## src/rtl/rob_commit_buffer.sv

```systemverilog
// rob_commit_buffer
//   In-order commit buffer sitting after the CDB arbiter. Issue allocates one
//   entry per instruction (station tag, destination register, write flag).
//   CDB broadcasts mark the oldest matching undone entry as done and capture
//   its data. The head entry retires at most once per cycle as a registered
//   pulse towards the register file.
//
//   Optional build macro: ROB_CDB_BYPASS_EN
//     When defined, a CDB broadcast that completes the head entry retires it
//     at the same edge, taking the data straight from the bus.
//
// Ports
//   CLK, CLR        clock (rising edge), asynchronous active-low reset
//   flush           synchronous clear of all entries, beats every other action
//   alloc_valid/_ready, alloc_tag/_rd/_wr   allocation handshake and payload
//   alloc_idx       index the next accepted entry receives (tail pointer)
//   cdb_valid, cdb  CDB broadcast, cdb = {tag, data}
//   commit_valid/_wren/_rd/_tag/_data       registered retire outputs
//   count, full, empty                      occupancy
//   stray_cdb       sticky flag: a CDB broadcast matched no entry
module rob_commit_buffer #(
   parameter int DEPTH  = 8,
   parameter int TAG_W  = 4,
   parameter int DATA_W = 16,
   parameter int REG_W  = 3
) (
   input  logic                      CLK,
   input  logic                      CLR,
   input  logic                      flush,
   input  logic                      alloc_valid,
   output logic                      alloc_ready,
   input  logic [TAG_W-1:0]          alloc_tag,
   input  logic [REG_W-1:0]          alloc_rd,
   input  logic                      alloc_wr,
   output logic [$clog2(DEPTH)-1:0]  alloc_idx,
   input  logic                      cdb_valid,
   input  logic [TAG_W+DATA_W-1:0]   cdb,
   output logic                      commit_valid,
   output logic                      commit_wren,
   output logic [REG_W-1:0]          commit_rd,
   output logic [TAG_W-1:0]          commit_tag,
   output logic [DATA_W-1:0]         commit_data,
   output logic [$clog2(DEPTH):0]    count,
   output logic                      full,
   output logic                      empty,
   output logic                      stray_cdb
);

   localparam int IDX_W = $clog2(DEPTH);
   localparam logic [IDX_W:0] DEPTH_C = (IDX_W+1)'(DEPTH);

   // Entry status bits (reset) and payload (no reset, only meaningful when valid)
   logic [DEPTH-1:0]  valid_reg;
   logic [DEPTH-1:0]  done_reg;
   logic [TAG_W-1:0]  tag_reg  [DEPTH];
   logic [REG_W-1:0]  rd_reg   [DEPTH];
   logic              wr_reg   [DEPTH];
   logic [DATA_W-1:0] data_reg [DEPTH];

   logic [IDX_W-1:0]  head_reg;
   logic [IDX_W-1:0]  tail_reg;
   logic [IDX_W:0]    count_reg;
   logic              stray_reg;

   logic              commit_valid_reg;
   logic              commit_wren_reg;
   logic [REG_W-1:0]  commit_rd_reg;
   logic [TAG_W-1:0]  commit_tag_reg;
   logic [DATA_W-1:0] commit_data_reg;

   logic [TAG_W-1:0]  cdb_tag;
   logic [DATA_W-1:0] cdb_data;
   logic [DEPTH-1:0]  cdb_match;
   logic              hit_found;
   logic [IDX_W-1:0]  hit_idx;
   logic [IDX_W-1:0]  probe;
   logic              full_w;
   logic              alloc_fire;
   logic              cdb_hit;
   logic              cdb_upd;
   logic              head_done;
   logic              bypass;
   logic              commit_fire;

   assign cdb_tag  = cdb[TAG_W+DATA_W-1:DATA_W];
   assign cdb_data = cdb[DATA_W-1:0];

   // Candidate entries for this broadcast. An entry allocated in this same
   // cycle is still invalid here, so it can never be picked.
   genvar gi;
   generate
      for (gi = 0; gi < DEPTH; gi++) begin : g_match
         assign cdb_match[gi] = valid_reg[gi] & ~done_reg[gi] & (tag_reg[gi] == cdb_tag);
      end
   endgenerate

   // Oldest match: scan in age order starting at head, wrapping modulo DEPTH.
   always_comb begin
      hit_found = 1'b0;
      hit_idx   = head_reg;
      probe     = '0;
      for (int k = 0; k < DEPTH; k++) begin
         probe = head_reg + IDX_W'(k);
         if (!hit_found && cdb_match[probe]) begin
            hit_found = 1'b1;
            hit_idx   = probe;
         end
      end
   end

   assign full_w     = (count_reg == DEPTH_C);
   // No look-ahead: a full buffer refuses even when the head retires this cycle.
   assign alloc_fire = alloc_valid & ~full_w;
   assign cdb_hit    = cdb_valid & hit_found;
   assign head_done  = valid_reg[head_reg] & done_reg[head_reg];

`ifdef ROB_CDB_BYPASS_EN
   // The oldest match being the head means the head is valid and undone.
   assign bypass = cdb_hit & (hit_idx == head_reg);
`else
   assign bypass = 1'b0;
`endif

   assign commit_fire = head_done | bypass;
   // A bypassed broadcast retires the entry directly; nothing to mark done.
   assign cdb_upd     = cdb_hit & ~bypass;

   // Status bits. Alloc writes the tail slot, which is never the committing
   // head nor a CDB target (both require a valid slot, tail is free unless full).
   always_ff @(posedge CLK or negedge CLR) begin
      if (!CLR) begin
         valid_reg <= '0;
         done_reg  <= '0;
      end else if (flush) begin
         valid_reg <= '0;
         done_reg  <= '0;
      end else begin
         if (cdb_upd)
            done_reg[hit_idx] <= 1'b1;
         if (commit_fire)
            valid_reg[head_reg] <= 1'b0;
         if (alloc_fire) begin
            valid_reg[tail_reg] <= 1'b1;
            done_reg[tail_reg]  <= 1'b0;
         end
      end
   end

   // Payload storage; stale contents are harmless since valid gates every use.
   always_ff @(posedge CLK) begin
      if (alloc_fire) begin
         tag_reg[tail_reg] <= alloc_tag;
         rd_reg[tail_reg]  <= alloc_rd;
         wr_reg[tail_reg]  <= alloc_wr;
      end
      if (cdb_upd)
         data_reg[hit_idx] <= cdb_data;
   end

   always_ff @(posedge CLK or negedge CLR) begin
      if (!CLR) begin
         head_reg         <= '0;
         tail_reg         <= '0;
         count_reg        <= '0;
         stray_reg        <= 1'b0;
         commit_valid_reg <= 1'b0;
         commit_wren_reg  <= 1'b0;
         commit_rd_reg    <= '0;
         commit_tag_reg   <= '0;
         commit_data_reg  <= '0;
      end else if (flush) begin
         head_reg         <= '0;
         tail_reg         <= '0;
         count_reg        <= '0;
         stray_reg        <= 1'b0;
         commit_valid_reg <= 1'b0;
         commit_wren_reg  <= 1'b0;
         commit_rd_reg    <= '0;
         commit_tag_reg   <= '0;
         commit_data_reg  <= '0;
      end else begin
         if (alloc_fire)
            tail_reg <= tail_reg + 1'b1;
         if (commit_fire)
            head_reg <= head_reg + 1'b1;
         case ({alloc_fire, commit_fire})
            2'b10:   count_reg <= count_reg + 1'b1;
            2'b01:   count_reg <= count_reg - 1'b1;
            default: count_reg <= count_reg;
         endcase
         if (cdb_valid && !hit_found)
            stray_reg <= 1'b1;
         commit_valid_reg <= commit_fire;
         commit_wren_reg  <= commit_fire & wr_reg[head_reg];
         if (commit_fire) begin
            commit_rd_reg   <= rd_reg[head_reg];
            commit_tag_reg  <= tag_reg[head_reg];
            commit_data_reg <= bypass ? cdb_data : data_reg[head_reg];
         end
      end
   end

   assign alloc_ready  = ~full_w;
   assign alloc_idx    = tail_reg;
   assign count        = count_reg;
   assign full         = full_w;
   assign empty        = (count_reg == '0);
   assign stray_cdb    = stray_reg;
   assign commit_valid = commit_valid_reg;
   assign commit_wren  = commit_wren_reg;
   assign commit_rd    = commit_rd_reg;
   assign commit_tag   = commit_tag_reg;
   assign commit_data  = commit_data_reg;

endmodule

```

## config.mk

```make
export PLATFORM = sky130hd
export DESIGN_NAME = rob_commit_buffer
export DESIGN_NICKNAME = d
export VERILOG_FILES = /design/src/rtl/rob_commit_buffer.sv
export SDC_FILE = /design/constraint.sdc
export NUM_CORES = 1
export LEC_CHECK = 0
export CORE_MARGIN = 2
export CORE_UTILIZATION = 60
export CTS_CLUSTER_SIZE = 10
export DETAILED_ROUTE_END_ITERATION = 10
export PLACE_DENSITY_LB_ADDON = 0.08
export SYNTH_ARGS = -nofsm -noshare
export SYNTH_HDL_FRONTEND = slang
export SYNTH_SLANG_ARGS = --single-unit
```

## constraint.sdc

```tcl
create_clock -name CLK -period 10.4 [get_ports CLK]
set_clock_uncertainty 0.1 [all_clocks]
set_input_delay 2.08 -clock CLK [delete_from_list [all_inputs] [get_ports CLK]]
set_output_delay 2.08 -clock CLK [all_outputs]
set_load 0.01 [all_outputs]
```

==> results of run 1 <==
[critical path, stage by stage]
cell	delay (ns)
sky130_fd_sc_hd__clkdlybuf4s50_1	0.77
sky130_fd_sc_hd__inv_2	0.12
sky130_fd_sc_hd__a211oi_1	0.29
sky130_fd_sc_hd__nand4b_1	0.36
sky130_fd_sc_hd__mux4_2	0.66
sky130_fd_sc_hd__mux2i_4	0.26
sky130_fd_sc_hd__nor2_1	0.07
sky130_fd_sc_hd__o21a_1	0.21
sky130_fd_sc_hd__o32ai_4	0.28
sky130_fd_sc_hd__mux2i_1	0.63
sky130_fd_sc_hd__nor3b_2	0.11
sky130_fd_sc_hd__buf_4	0.26
sky130_fd_sc_hd__o21a_1	0.20
[Yosys cell counts (11+ instances only)]
cell type	n
sky130_fd_sc_hd__nand3_1	15
sky130_fd_sc_hd__nor2b_1	11
sky130_fd_sc_hd__dfrtp_1	52
sky130_fd_sc_hd__xnor2_1	11
sky130_fd_sc_hd__nor2_1	70
sky130_fd_sc_hd__mux4_2	59
sky130_fd_sc_hd__mux2i_1	11
sky130_fd_sc_hd__nand2_1	83
sky130_fd_sc_hd__a311oi_1	23
sky130_fd_sc_hd__inv_1	23
sky130_fd_sc_hd__clkbuf_1	25
sky130_fd_sc_hd__a21oi_1	17
sky130_fd_sc_hd__edfxtp_1	192
sky130_fd_sc_hd__xor2_1	11
[cell type report]
type / instances / area (sq um)
multi-input combinational: 433 / 3770
fill: 1165 / 5260
inverter: 28 / 110
sequential: 244 / 7070
clock buffer: 49 / 779
timing repair buffer: 84 / 791
clock inverter: 2 / 21.3
tap: 229 / 287
[cell families after synthesis]
family          count (synthesis)  synth area share, %
compound gates                 95                 7.38
xor+xnor                       22                 1.73
fa+ha+maj                      10                 1.19
buf+inv                        68                 2.59
flops                         244                 63.6
mux                            78                 14.0
simple gates                  228                 9.53
[final timing paths]
path,startpoint,endpoint,slack [ns],cells after the start
max,cdb[18],done_reg[2],4.42,13
min,stray_cdb,stray_cdb,0.41,2
max reg2reg,head_reg[1],done_reg[2],5.20,14
min reg2reg,stray_cdb,stray_cdb,0.41,2
max in group asynchronous,CLR,head_reg[0],8.02,2
min in group asynchronous,CLR,commit_data[3],1.61,2
[per-stage QoR]
| step | area [sq um] | util (%) |
|---|---|---|
| after floorplan | 11100 | - |
| after global placement | 12000 | 66.5 |
| after detailed placement | 12000 | 66.5 |
| after CTS | 12800 | 70.9 |
| after global routing | 12800 | 70.9 |
| final | 12800 | 70.9 |
[where the power goes]
group	switching, mW	total [mW]	internal (mW)
registers	0.00814	1.07	1.07
logic	0.0505	0.0860	0.0356
clock network	0.358	0.861	0.503
total	0.416	2.02	1.61
[per-layer routing]
metal,vias to the layer above,wire length (um),track usage [%]
li1,3017,-,-
met1,3511,10900,39.9
met2,298,12700,44.3
met3,35,1740,3.76
met4,0,392,6.75
met5,-,0,0
==> qor_table.md, run 1 <==
| Item | Reported |
|---|---|
| Status | complete, but fails checks |
| Violated checks | DRC |
| Total wire length | 25.8 mm |
| Setup bufs post-CTS | 0 |
| Max-cap check violation count | 0 |
| Number of clock sinks | 244 |
| Avg WL per Cell | 24.1 um |
| Transition time at the pin with the least slew margin | 1.16 ns |
| Die extent in y | 140 um |
| Clock latency reported for the late side of the worst-skew pair | 0.53 ns |
| EDFF count, synth | 192 |
| Post-detailed-route DRC marker count | 2 |
| Nets | 862 |
| RSZ-0062 raised after global routing | no |
| Netlist area before placement | 0.0111 sq mm |
| Area share of the largest cell type after synthesis | 51.9% |
| Die Outline Area | 0.0196 sq mm |
| Worst endpoint data arrival time | 6.31 ns |
| Core region area | 0.0181 sq mm |
| Largest buffer count on any clock path | 3 |
| CTS H-tree lvls | 1 |
| Worst hold-check path type | flip-flop to flip-flop |
| Final setup fails | 0 |
| Post-synth top flop | sky130_fd_sc_hd__edfxtp_1 |
| Post-Syn Instances | 745 |
| Leakage dissipation | 4.31 nW |
| Root buffer cell | sky130_fd_sc_hd__clkbuf_16 |
| Fin cells | 1069 |
| Mean number of vias per cell | 6.42 |
| Num CTS Buffers | 28 |
| Overall die width | 140 um |
| Max Freq | 167 MHz |
| Via count of the first global-routing pass | 7194 |
| Slew margin rel. | 22.6% |
| Final Slew Violations | 0 |
| Fin worst setup slack | 4.42 ns |
| Area grow syn2layout | 15.3% |
| Syn Nets | 788 |
| Worst hold slack | 0.408 ns |
| Final Critical Period | 5.98 ns |
| Sum of overflow across all layers after global routing | 0 |
| 1st-pass router iterations | 9 |
| Antenna violations before repair | 0 |
| Cts hold-fix bufs | 0 |
| Port Buffers | 68 |
| Synth cell types | 64 |
| Number of flip-flops in the largest register | 128 |
| Power density over the cells | 158 mW/mm^2 |
| Maximum fanout encountered on the critical timing path | 17 |
| Area contributors post-synth | sky130_fd_sc_hd__edfxtp_1 52%, sky130_fd_sc_hd__mux4_2 12%, sky130_fd_sc_hd__dfrtp_1 12% |
| Top library cells by usage in the layout, fill and taps aside | 192 x sky130_fd_sc_hd__edfxtp_1, 83 x sky130_fd_sc_hd__nand2_1, 70 x sky130_fd_sc_hd__nor2_1, 66 x sky130_fd_sc_hd__clkdlybuf4s50_1, 59 x sky130_fd_sc_hd__mux4_2 |
| Final weighted congestion in routability-driven placement | 0.901 |
| First-iteration detailed-routing DRC count | 606 |
| Fin. Hold Viols | 0 |
| Global-route wire length before repair | 40.8 mm |
| Initial Utilization | 61.5% |
| Startpoint-to-endpoint class of the critical path | primary input to flip-flop |
| Ant diodes | 0 |
| I/O pin count | 69 |
| Aggregate global-route resource usage | 27.2% |
| Fraction of layout cells with a size suffix above 1 | 16.4% |
| Detailed Place HPWL | 16.2 mm |
| Count of instances resized after the clock tree is built | 0 |
| Share of the cycle needed by the critical path after routing | 57.5% |
| Post-route antenna net violation count | 0 |
| Worst Setup Start Kind | primary input |
| Post-synthesis sequential area ratio | 63.6% |
| Instance count after placement with tap cells included | 1018 |
| Async SR Flop Fraction | 21.3% |
| Synthesis-stage register bit count | 244 |
| Clock tree from TritonCTS | built |
| Peak supply drop | 0.152 mV |
| Synthesis warning total | 0 |
| Site Rows | 49 |
| Largest net degree at the start of global routing | 68 |
| Dominant cell type by area after synthesis | sky130_fd_sc_hd__edfxtp_1 |
| Routed vias | 6861 |
| Total negative slack | 0 ns |
| Dpl ws | 3.91 ns |
| Required arrival time at the worst endpoint | 10.72 ns |
| Type of element capturing the critical path | flip-flop |
| Overall power consumption | 2.02 mW |
| Clock-pin slew of the registers on the worst-case setup and hold paths | 0.06 ns |
| Most common library cell in the layout ignoring fill and taps | sky130_fd_sc_hd__edfxtp_1 |
| Per-instance average area after synthesis | 14.9 sq um |
Power figures use the tool's default switching activity.
==> run 2, diff against run 1 <==
Settings changed: CORE_UTILIZATION 60 to 54.
Clock period 10.4 ns to 5 ns, I/O delays scaled along.
==> run 2 against run 1 <==
Compared with the run above:
- the run now ends clean
- final cell count rose by 8.1%
- worst setup slack got worse by 4.0 ns
- sequential share of layout area fell by 2.1 points
- largest power group unchanged
- global-route usage fell by 2.1 points
- power rose by 110%
==> qor_table.md, run 2 (same netlist as run 1, synthesis figures left out) <==
| Item | Reported |
|---|---|
| Status | complete, no violations |
| Post-detailed-route DRC marker count | 0 |
| Largest buffer count on any clock path | 3 |
| Clock latency reported for the late side of the worst-skew pair | 0.55 ns |
| Worst endpoint data arrival time | 4.69 ns |
| CTS H-tree lvls | 1 |
| Port Buffers | 68 |
| Fin. Hold Viols | 0 |
| Top library cells by usage in the layout, fill and taps aside | 192 x sky130_fd_sc_hd__edfxtp_1, 83 x sky130_fd_sc_hd__nand2_1, 70 x sky130_fd_sc_hd__nor2_1, 66 x sky130_fd_sc_hd__clkdlybuf4s50_1, 59 x sky130_fd_sc_hd__mux4_2 |
| Peak supply drop | 0.313 mV |
| Setup bufs post-CTS | 0 |
| Routed vias | 6890 |
| Dpl ws | -0.0473 ns |
| Slew margin rel. | 34.6% |
| Startpoint-to-endpoint class of the critical path | primary input to flip-flop |
| Area grow syn2layout | 19.9% |
| Fin worst setup slack | 0.452 ns |
| Maximum fanout encountered on the critical timing path | 16 |
| Avg WL per Cell | 22.9 um |
| Type of element capturing the critical path | flip-flop |
| Worst hold-check path type | flip-flop to flip-flop |
| Num CTS Buffers | 28 |
| Sum of overflow across all layers after global routing | 0 |
| Fraction of layout cells with a size suffix above 1 | 20.7% |
| Mean number of vias per cell | 5.96 |
| Aggregate global-route resource usage | 25.1% |
| Worst Setup Start Kind | primary input |
| 1st-pass router iterations | 5 |
| Total wire length | 26.5 mm |
| Final standard cell utilization of the core | 65.9% |
| Initial Utilization | 55.0% |
| Core region area | 0.0202 sq mm |
| Required arrival time at the worst endpoint | 5.14 ns |
| Transition time at the pin with the least slew margin | 0.981 ns |
| Antenna violations before repair | 0 |
| Nets | 907 |
| Final Critical Period | 4.55 ns |
| Final weighted congestion in routability-driven placement | 0.900 |
| Power density over the cells | 319 mW/mm^2 |
| Cts hold-fix bufs | 0 |
| Global-route wire length before repair | 41.4 mm |
| Die Outline Area | 0.0218 sq mm |
| CP peak stage delay | 0.60 ns |
| Post-route antenna net violation count | 0 |
| Largest net degree at the start of global routing | 66 |
| Count of instances resized after the clock tree is built | 0 |
| Die extent in y | 147 um |
| Clock tree from TritonCTS | built |
| Most common library cell in the layout ignoring fill and taps | sky130_fd_sc_hd__edfxtp_1 |
| Detailed Place HPWL | 17.4 mm |
| Max Freq | 220 MHz |
| Max-cap check violation count | 0 |
| Final Slew Violations | 0 |
| Worst-path cell with the longest stage delay | sky130_fd_sc_hd__clkdlybuf4s50_1 |
| Root buffer cell | sky130_fd_sc_hd__clkbuf_16 |
| Share of the cycle needed by the critical path after routing | 91.0% |
| Site Rows | 52 |
| First-iteration detailed-routing DRC count | 569 |
| RSZ-0062 raised after global routing | no |
| Overall die width | 147 um |
| Clock-pin slew of the registers on the worst-case setup and hold paths | 0.05 ns |
| Leakage dissipation | 4.56 nW |
| Ant diodes | 0 |
| Number of flip-flops in the largest register | 128 |
| Cell breakdown of the critical path | clkdlybuf4s50_1 > buf_4 > a222oi_1 > nand3_2 > mux4_2 > mux2_2 > nand3_1 > o21ai_1 > a211o_1 > a32oi_4 > nand2_1 > nor2_1 > buf_12 |
| Number of clock sinks | 244 |
| Final setup fails | 0 |
| Via count of the first global-routing pass | 7160 |
| I/O pin count | 69 |
-- run 2: final timing paths --
path	cells past startpoint	start	to	slack (ns)
max in group asynchronous	2	CLR	head_reg[0]	3.39
min reg2reg	2	done_reg[5]	done_reg[5]	0.41
max	13	cdb[19]	data_reg[7][2]	0.45
max reg2reg	11	head_reg[1]	data_reg[7][2]	0.93
min	2	done_reg[5]	done_reg[5]	0.41
min in group asynchronous	1	CLR	commit_data[2]	0.53
-- run 2: through the flow --
step           cell area [sq um]  hold slack, ns  setup TNS (ns)  total power, mW  instances
2_1_floorplan              11100           0.368               0             2.36        745
3_3_place_gp               12500           0.396           -4.08             2.46       1104
3_5_place_dp               12500           0.394           -1.50             2.47       1104
4_1_cts                    13300           0.405               0             4.29       1156
5_1_grt                    13300           0.436               0             4.39       1156
6_report                   13300           0.407               0             4.26       1156
-- run 2: final cells by class --
cell class / instances / area (sq um)
tap: 270 / 338
fill: 1463 / 6910
multi-input combinational: 433 / 3770
sequential: 244 / 7070
inverter: 28 / 110
timing repair buffer: 129 / 1220
clock buffer: 51 / 797
clock inverter: 1 / 30.0
-- run 2: critical path: cells and delay by family --
kind	cells	cell delay (ns)
AO/OA/AOI/OAI	4	1.07
AND/OR/NAND/NOR	4	0.63
multiplexers	2	0.92
buffers and inverters	3	1.04
-- run 2: metal layers --
layer	global-route usage [%]	vias up	wire, um
met2	39.7	246	12600
met4	5.72	0	489
met5	0	-	0
met3	4.51	39	1870
met1	37.1	3499	11500
li1	-	3106	-
-- run 2: report_power, final --
| group | internal, mW | switching (mW) |
|---|---|---|
| logic | 0.0855 | 0.110 |
| clock network | 1.07 | 0.757 |
| registers | 2.22 | 0.0167 |
==> run 3, diff against run 2 <==
Settings changed: ABC_CLOCK_PERIOD_IN_PS set to 5000, SETUP_SLACK_MARGIN set to 0.4.
==> run 3 against run 2 <==
Compared with the run above:
- maximum frequency grew 1.3%
- worst setup slack gained 0.060 ns
- count of clock-buffer cells in the layout is the same
- clock power is essentially flat
- largest cell class unchanged
==> qor_table.md, run 3 (same netlist as run 1, synthesis figures left out) <==
| Item | Reported |
|---|---|
| Cell breakdown of the critical path | clkdlybuf4s50_1 > inv_4 > a222oi_1 > nand3_2 > mux2_2 > mux4_2 > a32oi_1 > nor2_1 > o31a_1 > o32a_2 > nor3_2 > buf_12 |
| Final weighted congestion in routability-driven placement | 0.900 |
| Most common library cell in the layout ignoring fill and taps | sky130_fd_sc_hd__edfxtp_1 |
| Num CTS Buffers | 28 |
| Fin. Hold Viols | 0 |
| Aggregate global-route resource usage | 25.1% |
| First-iteration detailed-routing DRC count | 479 |
| Detailed Place HPWL | 17.4 mm |
| Startpoint-to-endpoint class of the critical path | primary input to flip-flop |
| Sum of overflow across all layers after global routing | 0 |
| Site Rows | 52 |
| Initial Utilization | 55.0% |
| Overall die width | 147 um |
| Instance count after placement with tap cells included | 1104 |
| Post-route antenna net violation count | 0 |
| Number of flip-flops in the largest register | 128 |
| Required arrival time at the worst endpoint | 5.15 ns |
| Fill cell count | 1462 |
| CP peak stage delay | 0.63 ns |
| Die Outline Area | 0.0218 sq mm |
| Largest net degree at the start of global routing | 66 |
| Routed vias | 6929 |
| Type of element capturing the critical path | flip-flop |
| CTS H-tree lvls | 1 |
| Transition time at the pin with the least slew margin | 0.981 ns |
| Number of clock sinks | 244 |
| Clock-pin slew of the registers on the worst-case setup and hold paths | 0.05 ns |
| Final design instance area without fill | 0.0134 sq mm |
| Top library cells by usage in the layout, fill and taps aside | 192 x sky130_fd_sc_hd__edfxtp_1, 83 x sky130_fd_sc_hd__nand2_1, 68 x sky130_fd_sc_hd__nor2_1, 64 x sky130_fd_sc_hd__clkdlybuf4s50_1, 59 x sky130_fd_sc_hd__mux4_2 |
| RSZ-0062 raised after global routing | yes |
| Final setup fails | 0 |
| Avg WL per Cell | 22.9 um |
| Core region area | 0.0202 sq mm |
| Crit path max-delay family | compound AO/OA/AOI/OAI gates |
| Total wire length | 26.5 mm |
| Fin cells | 1157 |
| Count of buffering cells on the critical path with inverters included | 3 |
| Ant diodes | 0 |
| Via count of the first global-routing pass | 7160 |
| Worst endpoint data arrival time | 4.64 ns |
| Peak supply drop | 0.311 mV |
| Largest buffer count on any clock path | 3 |
| 1st-pass router iterations | 5 |
| Worst Setup Start Kind | primary input |
| Post-detailed-route DRC marker count | 0 |
| Multi-input gate area in the final layout | 0.00379 sq mm |
| Global-route wire length before repair | 41.4 mm |
| Final Critical Period | 4.49 ns |
| Worst hold-check path type | flip-flop to flip-flop |
| Highest layer used for signal routing | met4 |
| Share of the cycle needed by the critical path after routing | 89.8% |
| Die extent in y | 147 um |
| I/O pin count | 69 |
| Status | complete, no violations |
| Total cell area at the placement stage | 0.0125 sq mm |
| FF+latch area | 0.00707 sq mm |
| Worst-path cell with the longest stage delay | sky130_fd_sc_hd__clkdlybuf4s50_1 |
| Fraction of layout cells with a size suffix above 1 | 21.2% |
| Maximum fanout encountered on the critical timing path | 16 |
| Max Freq | 223 MHz |
| Port Buffers | 68 |
| Max-cap check violation count | 0 |
| Leakage dissipation | 4.58 nW |
| Area grow syn2layout | 20.2% |
| Clock latency reported for the late side of the worst-skew pair | 0.55 ns |
| Detailed-routed wire length on met3 | 1.94 mm |
| Slew margin rel. | 34.6% |
| Root buffer cell | sky130_fd_sc_hd__clkbuf_16 |
| Wl on met1 | 11.5 mm |
| Antenna violations before repair | 0 |
| Routed length on met2 | 12.6 mm |
| Clock tree from TritonCTS | built |
| Mean number of vias per cell | 5.99 |
| Power density over the cells | 318 mW/mm^2 |
| Nets | 908 |
| Final Slew Violations | 0 |
## run 3: cell count changes in the layout (fill, tap and decap cells not counted), moves of 2 or more
cell / change
sky130_fd_sc_hd__dlymetal6s2s_1: +2
sky130_fd_sc_hd__nor2_2: +2
sky130_fd_sc_hd__nor2_1: -2
sky130_fd_sc_hd__clkdlybuf4s50_1: -2
## run 3: worst paths after layout
path	start	end	slack, ns	cells after the start
setup / recovery	cdb[16]	data_reg[0][4]	0.51	12
hold / removal	done_reg[5]	done_reg[5]	0.41	2
setup reg to reg	head_reg[1]	data_reg[7][2]	0.96	11
hold reg to reg	done_reg[5]	done_reg[5]	0.41	2
max in group asynchronous	CLR	head_reg[0]	3.39	2
min in group asynchronous	CLR	commit_data[2]	0.53	1
## run 3: power by group
part	internal (mW)	leakage (nW)	switching [mW]
logic	0.0864	1.74	0.111
registers	2.22	2.45	0.0167
clock network	1.07	0.390	0.756
total	3.37	4.58	0.884
## run 3: worst min-delay path, stage by stage (launching register included)
cell and delay [ns]:
sky130_fd_sc_hd__dfrtp_1 0.35, sky130_fd_sc_hd__nand2_1 0.05, sky130_fd_sc_hd__o21ai_1 0.06
## run 3: layout make-up
type	count	share of cell area (%)
Timing Repair Buffer	130	9.19
Sequential cell	244	52.9
Clock inverter	1	0.225
Tap cell	270	2.53
Inverter	28	0.824
Clock buffer	51	5.96
Multi-Input combinational cell	433	28.4
## run 3: per-stage QoR
step           power, mW  setup TNS, ns  hold WS [ns]  worst slack [ns]  util, %
4_1_cts             4.29              0         0.405             0.502     65.9
5_1_grt             4.40              0         0.436             0.335     66.1
6_report            4.26              0         0.408             0.512     66.1
2_1_floorplan       2.36              0         0.368             0.318        -
3_5_place_dp        2.47          -1.50         0.394           -0.0473     61.8
3_3_place_gp        2.46          -4.08         0.396           -0.0756     61.8
## run 3: layer usage
layer,vias to the layer above,track usage [%]
li1,3114,-
met1,3514,37.1
met2,262,39.7
met3,39,4.51
met4,0,5.72
met5,-,0
## run 3: repair_timing
action | in CTS | in global routing
setup buffers | 0 | 1
hold buffers | 0 | 0
setup endpoints to repair | 0 | 129
resized for setup | 0 | 8
